`config.mk`:
```
export PLATFORM = sky130hd
export DESIGN_NAME = python_timing_gen
export DESIGN_NICKNAME = d
export VERILOG_FILES = /design/src/rtl/python_pkg.sv /design/src/rtl/python_tg_pattern.sv /design/src/rtl/python_timing_gen.sv
export SDC_FILE = /design/constraint.sdc
export NUM_CORES = 1
export LEC_CHECK = 0
export CAP_MARGIN = 20
export CORE_MARGIN = 4
export CORE_UTILIZATION = 50
export CTS_CLUSTER_DIAMETER = 80
export DETAILED_ROUTE_END_ITERATION = 7
export PLACE_DENSITY = 0.74
export SLEW_MARGIN = 40
export SYNTH_ARGS = -nofsm -noshare
export SYNTH_HDL_FRONTEND = slang
export SYNTH_HIERARCHICAL = 1
export SYNTH_SLANG_ARGS = --single-unit
export TNS_END_PERCENT = 50
```
`constraint.sdc`:
```
create_clock -name clk -period 3.9 [get_ports clk]
set_input_delay 0.78 -clock clk [delete_from_list [all_inputs] [get_ports clk]]
set_output_delay 0.78 -clock clk [all_outputs]
set_load 0.02 [all_outputs]
```
`src/rtl/python_pkg.sv`:
```
// Shared types and helpers for the Python sensor timing/pattern generator.
package python_pkg;

  localparam int CFG_WIDTH_DEFAULT = 16;

  typedef enum logic [2:0] {
    S_IDLE,
    S_FRONT,
    S_LINE,
    S_HBLANK,
    S_BACK,
    S_VBLANK
  } tg_state_t;

  // Ramp value for one channel slice; the caller truncates to its pixel width.
  function automatic logic [31:0] pix_slice_value(
    input logic [31:0] frame_cnt,
    input logic [31:0] line_cnt,
    input logic [31:0] pix_cnt,
    input int unsigned chan_num,
    input int unsigned chan_idx
  );
    return frame_cnt + line_cnt + pix_cnt * chan_num + chan_idx;
  endfunction

endpackage

```
`src/rtl/python_tg_pattern.sv`:
```
// Combinational pixel generator driven by the frame/line/pixel counters.
// PYTHON_TG_RAMP_EN selects a moving ramp; otherwise active pixels are all-ones.
module python_tg_pattern
  import python_pkg::*;
#(
  parameter int DATA_WIDTH  = 10,
  parameter int CHANNEL_NUM = 4,
  parameter int CFG_WIDTH   = CFG_WIDTH_DEFAULT
) (
  input  logic                              active,
  input  logic [15:0]                       frame_cnt,
  input  logic [CFG_WIDTH-1:0]              line_cnt,
  input  logic [CFG_WIDTH-1:0]              pix_cnt,
  output logic [DATA_WIDTH*CHANNEL_NUM-1:0] pix_data
);

`ifdef PYTHON_TG_RAMP_EN
  always_comb begin
    pix_data = '0;
    if (active) begin
      for (int k = 0; k < CHANNEL_NUM; k++) begin
        pix_data[k*DATA_WIDTH +: DATA_WIDTH] = DATA_WIDTH'(pix_slice_value(
          32'(frame_cnt), 32'(line_cnt), 32'(pix_cnt),
          unsigned'(CHANNEL_NUM), unsigned'(k)));
      end
    end
  end
`else
  logic unused_cnt;
  assign unused_cnt = ^{frame_cnt, line_cnt, pix_cnt};

  always_comb begin
    pix_data = '0;
    if (active) begin
      pix_data = {(DATA_WIDTH*CHANNEL_NUM){1'b1}};
    end
  end
`endif

endmodule

```
`src/rtl/python_timing_gen.sv`:
```
// Frame timing (fval/lval) and test-pattern generator for the Python sensor model.
// Pixel content depends on PYTHON_TG_RAMP_EN (see python_tg_pattern); timing does not.
module python_timing_gen
  import python_pkg::*;
#(
  parameter int DATA_WIDTH  = 10,
  parameter int CHANNEL_NUM = 4,
  parameter int CFG_WIDTH   = CFG_WIDTH_DEFAULT
) (
  input  logic                              clk,
  input  logic                              reset,
  input  logic                              i_init_done,
  input  logic                              i_trigger_mode,
  input  logic                              i_trigger,
  input  logic [CFG_WIDTH-1:0]              iv_line_clks,
  input  logic [CFG_WIDTH-1:0]              iv_line_num,
  input  logic [CFG_WIDTH-1:0]              iv_hblank,
  input  logic [CFG_WIDTH-1:0]              iv_front,
  input  logic [CFG_WIDTH-1:0]              iv_back,
  input  logic [CFG_WIDTH-1:0]              iv_vblank,
  output logic                              o_fval,
  output logic                              o_lval,
  output logic [DATA_WIDTH*CHANNEL_NUM-1:0] ov_pix_data,
  output logic                              o_frame_done,
  output logic [15:0]                       ov_frame_cnt
);

  localparam logic [CFG_WIDTH-1:0] CNT_ONE = CFG_WIDTH'(1);

  tg_state_t state;

  logic [CFG_WIDTH-1:0] clk_cnt;
  logic [CFG_WIDTH-1:0] line_cnt;
  logic [CFG_WIDTH-1:0] pix_cnt;

  // Shadow geometry holds the last index of each phase (length minus one).
  logic [CFG_WIDTH-1:0] line_clks_last;
  logic [CFG_WIDTH-1:0] line_num_last;
  logic [CFG_WIDTH-1:0] hblank_last;
  logic [CFG_WIDTH-1:0] front_last;
  logic [CFG_WIDTH-1:0] back_last;
  logic [CFG_WIDTH-1:0] vblank_last;

  logic start_ok;
  logic vblank_end;
  logic start_frame;
  logic [DATA_WIDTH*CHANNEL_NUM-1:0] pattern_data;

  // A blank length of zero behaves as a single clock.
  function automatic logic [CFG_WIDTH-1:0] blank_last(input logic [CFG_WIDTH-1:0] n);
    return (n == '0) ? '0 : n - CNT_ONE;
  endfunction

  assign start_ok   = i_init_done && (iv_line_clks != '0) && (iv_line_num != '0);
  assign vblank_end = (state == S_VBLANK) && (clk_cnt == vblank_last);
  assign start_frame = ((state == S_IDLE) && start_ok && (!i_trigger_mode || i_trigger)) ||
                       (vblank_end && start_ok && !i_trigger_mode);

  python_tg_pattern #(
    .DATA_WIDTH (DATA_WIDTH),
    .CHANNEL_NUM(CHANNEL_NUM),
    .CFG_WIDTH  (CFG_WIDTH)
  ) u_pattern (
    .active   (state == S_LINE),
    .frame_cnt(ov_frame_cnt),
    .line_cnt (line_cnt),
    .pix_cnt  (pix_cnt),
    .pix_data (pattern_data)
  );

  // Outputs are a one-stage registered decode of the state, so data stays aligned to lval.
  always_ff @(posedge clk) begin
    if (reset) begin
      state          <= S_IDLE;
      clk_cnt        <= '0;
      line_cnt       <= '0;
      pix_cnt        <= '0;
      line_clks_last <= '0;
      line_num_last  <= '0;
      hblank_last    <= '0;
      front_last     <= '0;
      back_last      <= '0;
      vblank_last    <= '0;
      o_fval         <= 1'b0;
      o_lval         <= 1'b0;
      ov_pix_data    <= '0;
      o_frame_done   <= 1'b0;
      ov_frame_cnt   <= '0;
    end else begin
      o_fval       <= (state != S_IDLE) && (state != S_VBLANK);
      o_lval       <= (state == S_LINE);
      ov_pix_data  <= pattern_data;
      o_frame_done <= vblank_end;
      if (o_frame_done) begin
        ov_frame_cnt <= ov_frame_cnt + 16'd1;
      end

      if (start_frame) begin
        line_clks_last <= iv_line_clks - CNT_ONE;
        line_num_last  <= iv_line_num - CNT_ONE;
        hblank_last    <= blank_last(iv_hblank);
        front_last     <= blank_last(iv_front);
        back_last      <= blank_last(iv_back);
        vblank_last    <= blank_last(iv_vblank);
      end

      case (state)
        S_IDLE: begin
          clk_cnt <= '0;
          if (start_frame) begin
            state <= S_FRONT;
          end
        end
        S_FRONT: begin
          if (clk_cnt == front_last) begin
            clk_cnt  <= '0;
            line_cnt <= '0;
            pix_cnt  <= '0;
            state    <= S_LINE;
          end else begin
            clk_cnt <= clk_cnt + CNT_ONE;
          end
        end
        S_LINE: begin
          if (pix_cnt == line_clks_last) begin
            pix_cnt <= '0;
            state   <= (line_cnt == line_num_last) ? S_BACK : S_HBLANK;
          end else begin
            pix_cnt <= pix_cnt + CNT_ONE;
          end
        end
        S_HBLANK: begin
          if (clk_cnt == hblank_last) begin
            clk_cnt  <= '0;
            line_cnt <= line_cnt + CNT_ONE;
            state    <= S_LINE;
          end else begin
            clk_cnt <= clk_cnt + CNT_ONE;
          end
        end
        S_BACK: begin
          if (clk_cnt == back_last) begin
            clk_cnt <= '0;
            state   <= S_VBLANK;
          end else begin
            clk_cnt <= clk_cnt + CNT_ONE;
          end
        end
        S_VBLANK: begin
          if (vblank_end) begin
            clk_cnt <= '0;
            state   <= start_frame ? S_FRONT : S_IDLE;
          end else begin
            clk_cnt <= clk_cnt + CNT_ONE;
          end
        end
        default: begin
          state <= S_IDLE;
        end
      endcase
    end
  end

endmodule

```
---- Word level (Yosys, flattened, before mapping) ----
Index checks and enable logic that the tools add are counted.
cells by class
  reductions and logical operators ........ 25
  add/sub/neg operators ................... 10
  muxes and demuxes ....................... 24
  equality and inequality tests ........... 18
operator list
  cell                   number
  $mux 16                11
  $eq 16x16->1           6
  $sub 16x1->16 const B  6
  $pmux 16 s5            1
  $add 16x1->16 const B  4
  $logic_not 16->1       4
  $pmux 16 s2            2
  $mux 40                1
  $reduce_bool 16->1     2
  $mux 3                 7
  $pmux 3 s6             1
  $ne 2x2->1 const B     6
  $logic_and 1x1->1      8
  $eq 3x2->1 const B     2
  $eq 3x3->1 const B     2
  $reduce_and 6->1       1
  $reduce_bool 5->1      1
  $reduce_bool 2->1      2
  $eq 3x1->1 const B     1
  $logic_not 3->1        1
  $ne 3x3->1 const B     1
  $reduce_and 3->1       1
  $reduce_bool 3->1      1
  $logic_or 1x1->1       2
  other kinds (3)        3
storage, ports and cells
  flip-flop bits (word level) ............. 206
  word-level logic and storage cells ...... 92
  input bits .............................. 101
  output and inout port bits .............. 59

---- Longest topological paths before layout ----
  word-level depth ........................ 9
  gate-level depth with buffers ........... 10
  gate-level depth less buffers ........... 8

---- Hierarchy ----
Netlist, hierarchy kept.
modules (own cells, without submodules)
  module             area each (um^2)  times used  sequential area each (um^2)  cells an instance
  python_timing_gen  11128.2           1           4124.0                       1322
  python_tg_pattern  300.3             1           0.0                          40

---- Least setup slack after synthesis ----
OpenSTA, ideal clock, no wires.
  path kind ............................... input to register
  start ................................... input iv_back[0]
  end ..................................... register back_last[14]
  slack ................................... 0.998 ns
  required time ........................... 3.812 ns
  library setup time ...................... 0.088 ns
  cell stages on the path ................. 8
  buffers on the path ..................... 1
  data arrival time ....................... 2.814 ns
  cells stage by stage .................... inv_1 ha_1 or3b_1 or3_1 buf_2 or2_1 or4b_1 a311oi_2
between the ends
  cells in the longest elaborated chain, start to end .. 2
  elaborated cells on any way between the ends .. 3
  classes of those cells .................. add/sub (1); mux (1); reduce/logical (1)
ends and longest elaborated chain
  item                                               RTL line                  source
  start: declaration                                 python_timing_gen.sv:19   input logic [CFG_WIDTH-1:0] iv_back,
  $sub 16x1->16 or $logic_not 16->1 (tied branches)  python_timing_gen.sv:51   return (n == '0) ? '0 : n - CNT_ONE;
  $mux 16 *                                          python_timing_gen.sv:51
  end signal: assignment                             python_timing_gen.sv:103  back_last <= blank_last(iv_back);
  end: declaration                                   python_timing_gen.sv:41   logic [CFG_WIDTH-1:0] back_last;
Every way passes the cells marked *; elsewhere a longest branch is shown, timed or not.
A chain may end at the register's enable or synchronous reset.

---- Worst setup path after layout ----
  start ................................... input iv_vblank[0]
  end ..................................... register vblank_last[12]
between the ends
  cells in the longest elaborated chain, start to end .. 2
  elaborated cells on any way between the ends .. 3
  classes of those cells .................. add/sub (1); mux (1); reduce/logical (1)
ends and longest elaborated chain
  item                                               RTL line                  source
  start: declaration                                 python_timing_gen.sv:20   input logic [CFG_WIDTH-1:0] iv_vblank,
  $sub 16x1->16 or $logic_not 16->1 (tied branches)  python_timing_gen.sv:51
  $mux 16 *                                          python_timing_gen.sv:51
  end signal: assignment                             python_timing_gen.sv:104  vblank_last <= blank_last(iv_vblank);
  end: declaration                                   python_timing_gen.sv:42   logic [CFG_WIDTH-1:0] vblank_last;
Marked as above.

==> results.tsv <==
stage	metric	value	unit
global_routing	grt_pass1_vias	9387	
power_and_ir_drop	p_per_area	488.7	mW/mm^2
sta	layout_min_cycle_time	2963	ps
clocking	numCtsBuffers	23	
synth	synth_common_cells	dfxtp_1 (206), a21oi_1 (130), xnor2_1 (102), o21ai_0 (99), xor2_1 (74)	
routing	drc	0	
synth	synth_nets	1473	
sta	slew_viol_final	0	
floorplan	core_area	0.02257	mm^2
global_routing	antenna_found_initial	0	
routing	drt_wl_total	28110	um
synth	synthesis.area	0.01143	mm^2
synth	netlist.area_leader.share	36.08	%
clocking	cts_resized	0	
clocking	cts.clk_slew.worst_paths	60	ps
critical_path	r2r_setup_slack	1010	ps
global_routing	grt_max_degree	138	
synth	yosysMostFrequentCell	dfxtp_1	
sta	fmaxAchievable	337.5	MHz
routing	first_pass_iters	5	
final_layout	fin_nets	1543	
synth	ys.flop_type	dfxtp_1	
clocking	cts_setup_buffers	0	
power_and_ir_drop	p_int	0.004583	W
power_and_ir_drop	p_comb_share	28.0	%
synth	synthCells	1362	
synth	synth-async-reset-ratio	0	%
routing	avgRoutedWirePerCell	16.24	um
power_and_ir_drop	p_leak	4.601	nW
floorplan	pin_count	160	
synth	synth_area_per_cell	8.391	um^2
critical_path	arrival	3380	ps
sta	slew_headroom	47.42	%
sta	setup_viol_count_final	0	
synth	synth_edf_count	0	
floorplan	die_h	159.2	um
synth	ys_ff_latch	206	
final_layout	antenna_cells	0	
routing	via_count	10000	
run	max_cap_violations	0	
clocking	cts_max_path_buffers	3	
clocking	clk_latency	500	ps
power_and_ir_drop	p_sw_share	31.60	%
final_layout	syn_to_final_growth	19.97	%
sta	worst_pin_slew	785.7	ps
synth	netlist_top_cells_area	dfxtp_1 (36%), xnor2_1 (7.8%), a21oi_1 (5.7%), xor2_1 (5.7%), o21ai_0 (4.3%)	
synth	yosys_warnings	6	
floorplan	die-area	0.02534	mm^2
outcome	status	finished, final reports clean	
critical_path	setup.worst_path.class	input port to flop	
power_and_ir_drop	vdd_drop_max	0.2524	mV
final_layout	drive_gt1_share	6.846	%
placement	postPlaceCellArea	0.01288	mm^2
routing	via_per_inst	5.779	
final_layout	fin_area	0.01371	mm^2
critical_path	cp_data_required_time	4320	ps
sta	finalCritPeriodShare	75.97	%
placement	dpl.cell_count	1691	
floorplan	start_util	50.63	%
global_routing	track_usage	20.99	%
clocking	root_buffer	clkbuf_16	
sta	grt_setup_unrepaired	false	
final_layout	nFillCells	1987	
critical_path	critPathMaxFanout	7	
placement	dpl.hpwl	19360	um
critical_path	crit_path_end_kind	flop	
synth	yosys.cell_types.count	61	
power_and_ir_drop	p_sw	0.002117	W
sta	final.setup_skew	7.761	ps
min_path	hp-class	flop to flop	
global_routing	grt_pass1_wl	46220	um
floorplan	die_w	159.2	um
sta	hold_viol_final	0	
clocking	htree_levels	1	
clocking	clock-sinks	206	
critical_path	start_kind	input port	
routing	route.antenna.remaining_nets	0	
placement	globalplace.congestion	0.8432	
power_and_ir_drop	clockPowerShare	33.7	%
sta	hold_slack	486.3	ps
power_and_ir_drop	power_frac_seq	38.3	%
clocking	ctsHoldBuffers	0	
synth	synth_area_leader_cell	dfxtp_1	
placement	io_buffers	159	
clocking	cts_tree	done	
sta	tns	0	ps
floorplan	rows	55	
global_routing	gr-total-overflow	0	
routing	drt-initial-drc-count	617	
synth	yosysSeqAreaShare	36.08	%
final_layout	fin_cells	1731	
[cell type report]
class                   instances  area (um^2)  area share (%)
well taps                     285        356.6           2.601
multi-input cells             993         6487           47.32
clock inverters                 8        117.6          0.8578
inverters                      22        82.58          0.6023
repair buffers                186         1867           13.62
flip-flops and latches        206         4124           30.08
clock buffers                  31        675.6           4.928
[final timing paths]
check | start | to | cells after the start
worst max-delay path | iv_vblank[0] | vblank_last[12] | 9
worst min-delay path | front_last[4] | front_last[4] | 2
worst max register to register | clk_cnt[8] | vblank_last[2] | 7
worst min register to register | front_last[4] | front_last[4] | 2
[state kept, by name, summed over array words and instances (netlist names), 16 cells and up]
signal and cells:
ov_frame_cnt 16, clk_cnt 16, line_clks_last 16, pix_cnt 16
ov_pix_data 40, front_last 16, back_last 16, line_num_last 16
vblank_last 16, hblank_last 16, line_cnt 16
[power by group through the flow]
stage | Combinational, W | Sequential (W) | Clock [W]
floorplan | 0.00139 | 0.00261 | 0
global placement | 0.00181 | 0.00260 | 0
detailed placement | 0.00186 | 0.00261 | 0
CTS | 0.00187 | 0.00256 | 0.00230
global route | 0.00205 | 0.00259 | 0.00238
finish | 0.00188 | 0.00256 | 0.00226
[through the flow]
stage	power [W]	setup slack [ps]	util [%]
floorplan	0.004004	997.9	-
global placement	0.004413	233.0	56.92
detailed placement	0.004469	415.9	57.07
CTS	0.006726	890.8	60.58
global route	0.007022	701.6	60.74
finish	0.006700	937.0	60.74
[layer usage]
layer	routed length (um)	vias up	part of all wire (%)	track usage (%)
met5	0	-	0	0
met4	531	0	1.9	5.010
met2	13020	296	46	34.71
met1	12880	4659	46	29.31
li1	-	5012	-	-
met3	1687	37	6.0	2.770
[cells in the final DEF (no fill, tap or decap), types with 25 or more instances in the layout]
master           synthesis  layout
dfxtp_1                206     206
clkdlybuf4s50_1          0     158
a21oi_1                130     128
xnor2_1                102     102
o21ai_0                 99      99
xor2_1                  74      74
nand2_1                 62      62
or4_1                   59      59
nor2_1                  59      57
nor3_1                  54      54
nor2b_1                 49      49
a211oi_1                35      35
nand3_1                 30      30
or3_1                   28      28
nand4_1                 25      25
[cells by family after synthesis]
logic type                 after synthesis  share of synthesized area [%]
and+or+nand+nor                        473                          23.88
AOI/OAI and AO/OA                      325                          17.04
DFF                                    206                          36.08
xor gates and xnor gates               176                          13.49
buffers and inverters                  163                          7.631
adders and majority gates               10                          1.095
muxes                                    9                         0.7883
[worst max-delay path: stages]
cell and delay (ps):
clkdlybuf4s50_1 450, inv_1 80, ha_1 170, or3b_2 480
or3_1 470, or4_4 520, nor3_1 140, a21oi_1 70
a211oi_1 220
Note: power is estimated with default switching activity, not from simulation.
==> RTL edit 1: new RTL, same flow settings <==
The option `PYTHON_TG_RAMP_EN` is turned on by a define.
--- a/src/rtl/python_tg_pattern.sv
+++ b/src/rtl/python_tg_pattern.sv
@@ -1,5 +1,7 @@
 // Combinational pixel generator driven by the frame/line/pixel counters.
 // PYTHON_TG_RAMP_EN selects a moving ramp; otherwise active pixels are all-ones.
+`define PYTHON_TG_RAMP_EN
+
 module python_tg_pattern
   import python_pkg::*;
 #(
Formal check against the unedited RTL: not equivalent (Yosys sat finds a counterexample within 4 cycles, from zero or initial values and one cycle with reset high).
==> RTL edit 1 against the unedited design <==
- sequential cell count stayed put
- cell area rose by 10%
- sequential power shrank 3%
- power fell by 1.9%
- via count up 14%
- routed wire length up 19%
- utilization is 1.1 points higher
- global-route usage is 2.7 points higher
- critical path depth grew 2
- worst setup slack worse by 0.62 ns
- area after synthesis grew 8.5%
- worst hold slack lost 0.0040 ns
- critical endpoint is now ov_pix_data[39]
==> RTL edit 1: results <==
run_status:
  status: "finished clean"
yosys:
  synth.area.mux_share_pct: 0.7264
  synth_common_cells: "dfxtp_1 (206), a21oi_1 (134), xnor2_1 (116)"
  yosysUniqueCellTypes: 73
  ys_top_cells_by_area: "dfxtp_1 (33%), xnor2_1 (8.2%), xor2_1 (6.1%)"
  ys_seq_area_share_pct: 33.25
  synth-xor-area-share_pct: 14.47
  synth_nets: 1627
  ys.flop_type: "dfxtp_1"
  synthAdderAreaFrac_pct: 3.713
  synth_compound_area_share_pct: 17.32
  syn_area_per_cell_um2: 8.301
pwr:
  leakage_nw: 5.189
  peakVddDrop_mv: 0.2660
  power.internal_mw: 4.503
setup_path:
  crit_path_top_delay_cell: "fa_1"
  cp_slowest_stage_delay_ns: 0.59
  worst_ep_arrival_time_ns: 3.96
placed_design:
  place_area_mm2: 0.01424
  pre_cts_ws_ns: 0.3374
  dpl.cell_count: 1910
  gp_congestion: 0.9072
timing:
  relSlewSlack_pct: 47.93
  finalClockSkew_ns: 0.01019
drt:
  routed_wl_um: 33480
  via_count: 11360
  drt-initial-drc-count: 934
global_routing:
  grt_pass1_wl_um: 53880
  track_usage_pct: 23.71
  grt_max_degree: 107
cts:
  numCtsBuffers: 22
  cts_max_path_buffers: 3
finish:
  layout-drive-gt1-share_pct: 7.934
  nets: 1743
RTL edit 1: cell types whose count changed in the layout (fill, tap and decap cells not counted), sizes merged, moves of 12 or more:
cell | before | now
nor2 | 59 | 92
buf | 28 | 45
ha | 10 | 24
xnor2 | 102 | 116
xor2 | 74 | 88
inv | 22 | 34
RTL edit 1: worst paths after layout:
check                    start         endpoint  slack, ns  depth (start not counted)
hold / removal    back_last[2]     back_last[2]       0.48                          2
setup / recovery    pix_cnt[0]  ov_pix_data[39]       0.31                         11
hold reg to reg   back_last[2]     back_last[2]       0.48                          2
setup reg to reg    pix_cnt[0]  ov_pix_data[39]       0.31                         11
RTL edit 1: area by class of cell:
cell class,instances,area [um^2]
fill,2158,9311
multi-input combinational,1143,7650
sequential,206,4124
timing repair buffer,203,1936
clock buffer,27,610.6
tap,324,405.4
clock inverter,13,226.5
inverter,34,127.6
RTL edit 1: worst reg2reg max path, cell delays in order, from the launching register on:
cell      delay [ns]
dfxtp_1         0.54
inv_1           0.11
fa_1            0.59
inv_1           0.06
ha_1            0.28
a211oi_1        0.28
nor2_2          0.12
a311oi_2        0.34
xor2_1          0.28
or4_1           0.57
and3_1          0.19
nor2b_1         0.12
RTL edit 1: power by group through the flow:
stage | combinational [mW] | sequential (mW) | clock, mW
after floorplan | 1.23 | 2.47 | 0
after global placement | 1.63 | 2.52 | 0
after detailed placement | 1.68 | 2.53 | 0
after CTS | 1.69 | 2.48 | 2.43
after global routing | 1.87 | 2.51 | 2.51
final | 1.70 | 2.49 | 2.39
RTL edit 1: layer usage:
layer | global-route usage [%] | vias to the layer above | share of wire, %
li1 | - | 5600 | -
met1 | 33.96 | 5286 | 46
met2 | 37.68 | 410 | 45
met3 | 3.723 | 61 | 7.6
met4 | 5.587 | 0 | 1.9
met5 | 0 | - | 0
==> RTL edit 2: new RTL, same settings <==
Without the edit above. Add an input register stage for `i_trigger_mode`, cleared by the reset; this delays it by one clock. The other inputs are not delayed to match.
--- a/src/rtl/python_timing_gen.sv
+++ b/src/rtl/python_timing_gen.sv
@@ -27,6 +27,16 @@
 
   localparam logic [CFG_WIDTH-1:0] CNT_ONE = CFG_WIDTH'(1);
 
+  logic i_trigger_mode_q;
+
+  always_ff @(posedge clk) begin
+    if (reset) begin
+      i_trigger_mode_q <= '0;
+    end else begin
+      i_trigger_mode_q <= i_trigger_mode;
+    end
+  end
+
   tg_state_t state;
 
   logic [CFG_WIDTH-1:0] clk_cnt;
@@ -53,8 +63,8 @@
 
   assign start_ok   = i_init_done && (iv_line_clks != '0) && (iv_line_num != '0);
   assign vblank_end = (state == S_VBLANK) && (clk_cnt == vblank_last);
-  assign start_frame = ((state == S_IDLE) && start_ok && (!i_trigger_mode || i_trigger)) ||
-                       (vblank_end && start_ok && !i_trigger_mode);
+  assign start_frame = ((state == S_IDLE) && start_ok && (!i_trigger_mode_q || i_trigger)) ||
+                       (vblank_end && start_ok && !i_trigger_mode_q);
 
   python_tg_pattern #(
     .DATA_WIDTH (DATA_WIDTH),
Formal check against the unedited RTL: not equivalent (a bounded check fails within 4 cycles, from zero or initial values and one cycle with reset high).
==> RTL edit 2 against the unedited design <==
- register-to-register slack worse by 0.02 ns
- global-route usage down 1.1 points
- critical path type unchanged
- combinational power down 32%
- critical path depth up 2
- cell area down 3.5%
- power down 11%
- largest power group unchanged
- routed wire length down 12%
- area after synthesis down 4.9%
- sequential share of layout area up 1.2 points
- highest routed layer is now met5
- cell count down 5.4%
- worst setup slack worse by 0.42 ns
- utilization up 1.6 points
- sequential cell count up 1
==> RTL edit 2: results <==
yosys:
  yosysWarnings: 6
  ys_top_cells_by_area: "dfxtp_1 (38%), xor2_1 (10%), xnor2_1 (4.4%)"
  ys_seq_area_share_pct: 38.11
  synthArstFlopShare_pct: 0
  synth_common_cells: "dfxtp_1 (207), xor2_1 (130), nor2_1 (111)"
  yosysUniqueCellTypes: 61
  ys_ff_latch: 207
  syn_area_per_cell_um2: 8.712
  synth_nets: 1359
finish:
  multi_input_cells: 907
  seq_share_pct: 31.32
  fillCellCount: 1872
  nets: 1459
  inverters: 21
  regMostFlops: "ov_pix_data"
  n_clock_buffer: 35
  n_all_buffers: 188
  final-clk-cell-share_pct: 5.863
  buf_share_pct: 14.22
  final_util_pct: 62.35
  layout-drive-gt1-share_pct: 6.681
global_routing:
  grt_pass1_wl_um: 41020
  grt_antenna_before_repair: 1
  grt_max_degree: 80
  grt_pass1_vias: 8468
  track_usage_pct: 19.87
pwr:
  leakage_nw: 5.286
  p_switching_mw: 1.642
  p_total_mw: 5.955
  p_comb_share_pct: 21.5
  peakVddDrop_mv: 0.3010
  powerClk_mw: 2.21
drt:
  first_pass_iters: 4
  drt-initial-drc-count: 558
  wl_per_cell_um: 15.07
  via_per_inst: 5.458
  routed_wl_um: 24670
timing:
  relSlewSlack_pct: 47.87
  finalClockSkew_ns: 0.01483
  slew_violations: 0
  min_period_over_period_pct: 86.78
  holdWs_ns: 0.4731
run_status:
  status: "finished clean"
setup_path:
  critPathMaxFanout: 43
  regToRegSetupSlack_ns: 0.99
  worst_ep_arrival_time_ns: 3.74
  crit_path_top_delay_cell: "or3_1"
  cp_slowest_stage_delay_ns: 0.42
  startpoint: "iv_line_clks[0]"
  r2r_end: "line_cnt[6]"
  worstSetupEndpoint: "line_clks_last[2]"
  r2r_start: "clk_cnt[4]"
cts:
  cts_max_path_buffers: 3
placed_design:
  pre_cts_ws_ns: 0.009728
  gp_congestion: 0.8559
  dp_hpwl_um: 17630
  io_buffers: 159
  place_area_mm2: 0.01245
min_path:
  holdPathEnd: "line_clks_last[5]"
  hp-start: "line_clks_last[5]"
==> RTL edit 2: changes by cell type after synthesis, moves of 11 or more <==
cell	change
a211oi_1	-34
a21oi_1	-103
clkbuf_1	-19
mux2_2	+11
mux2i_1	+37
nand3_1	+46
nor2_1	+52
nor3_1	-12
nor4_1	+16
o21ai_0	-67
o31ai_1	+56
or4_1	-47
xnor2_1	-47
xor2_1	+56
==> RTL edit 2: cells by family (layout without fill, tap and decap cells) <==
group | Yosys count | count (layout) | share of synthesized area, %
compound gates | 155 | 155 | 9.551
xor+xnor | 185 | 185 | 14.90
fa+ha+maj | 10 | 10 | 1.151
buf+inv | 134 | 248 | 6.801
flops | 207 | 207 | 38.11
mux | 58 | 58 | 5.478
simple gates | 499 | 499 | 24.00
==> RTL edit 2: layer usage <==
layer / global-route usage (%) / routed length, um / vias up
met5: 0 / 13 / -
met4: 5.127 / 516 / 2
met2: 32.58 / 11400 / 206
met1: 27.86 / 11660 / 4153
met3: 2.476 / 1081 / 46
li1: - / - / 4527
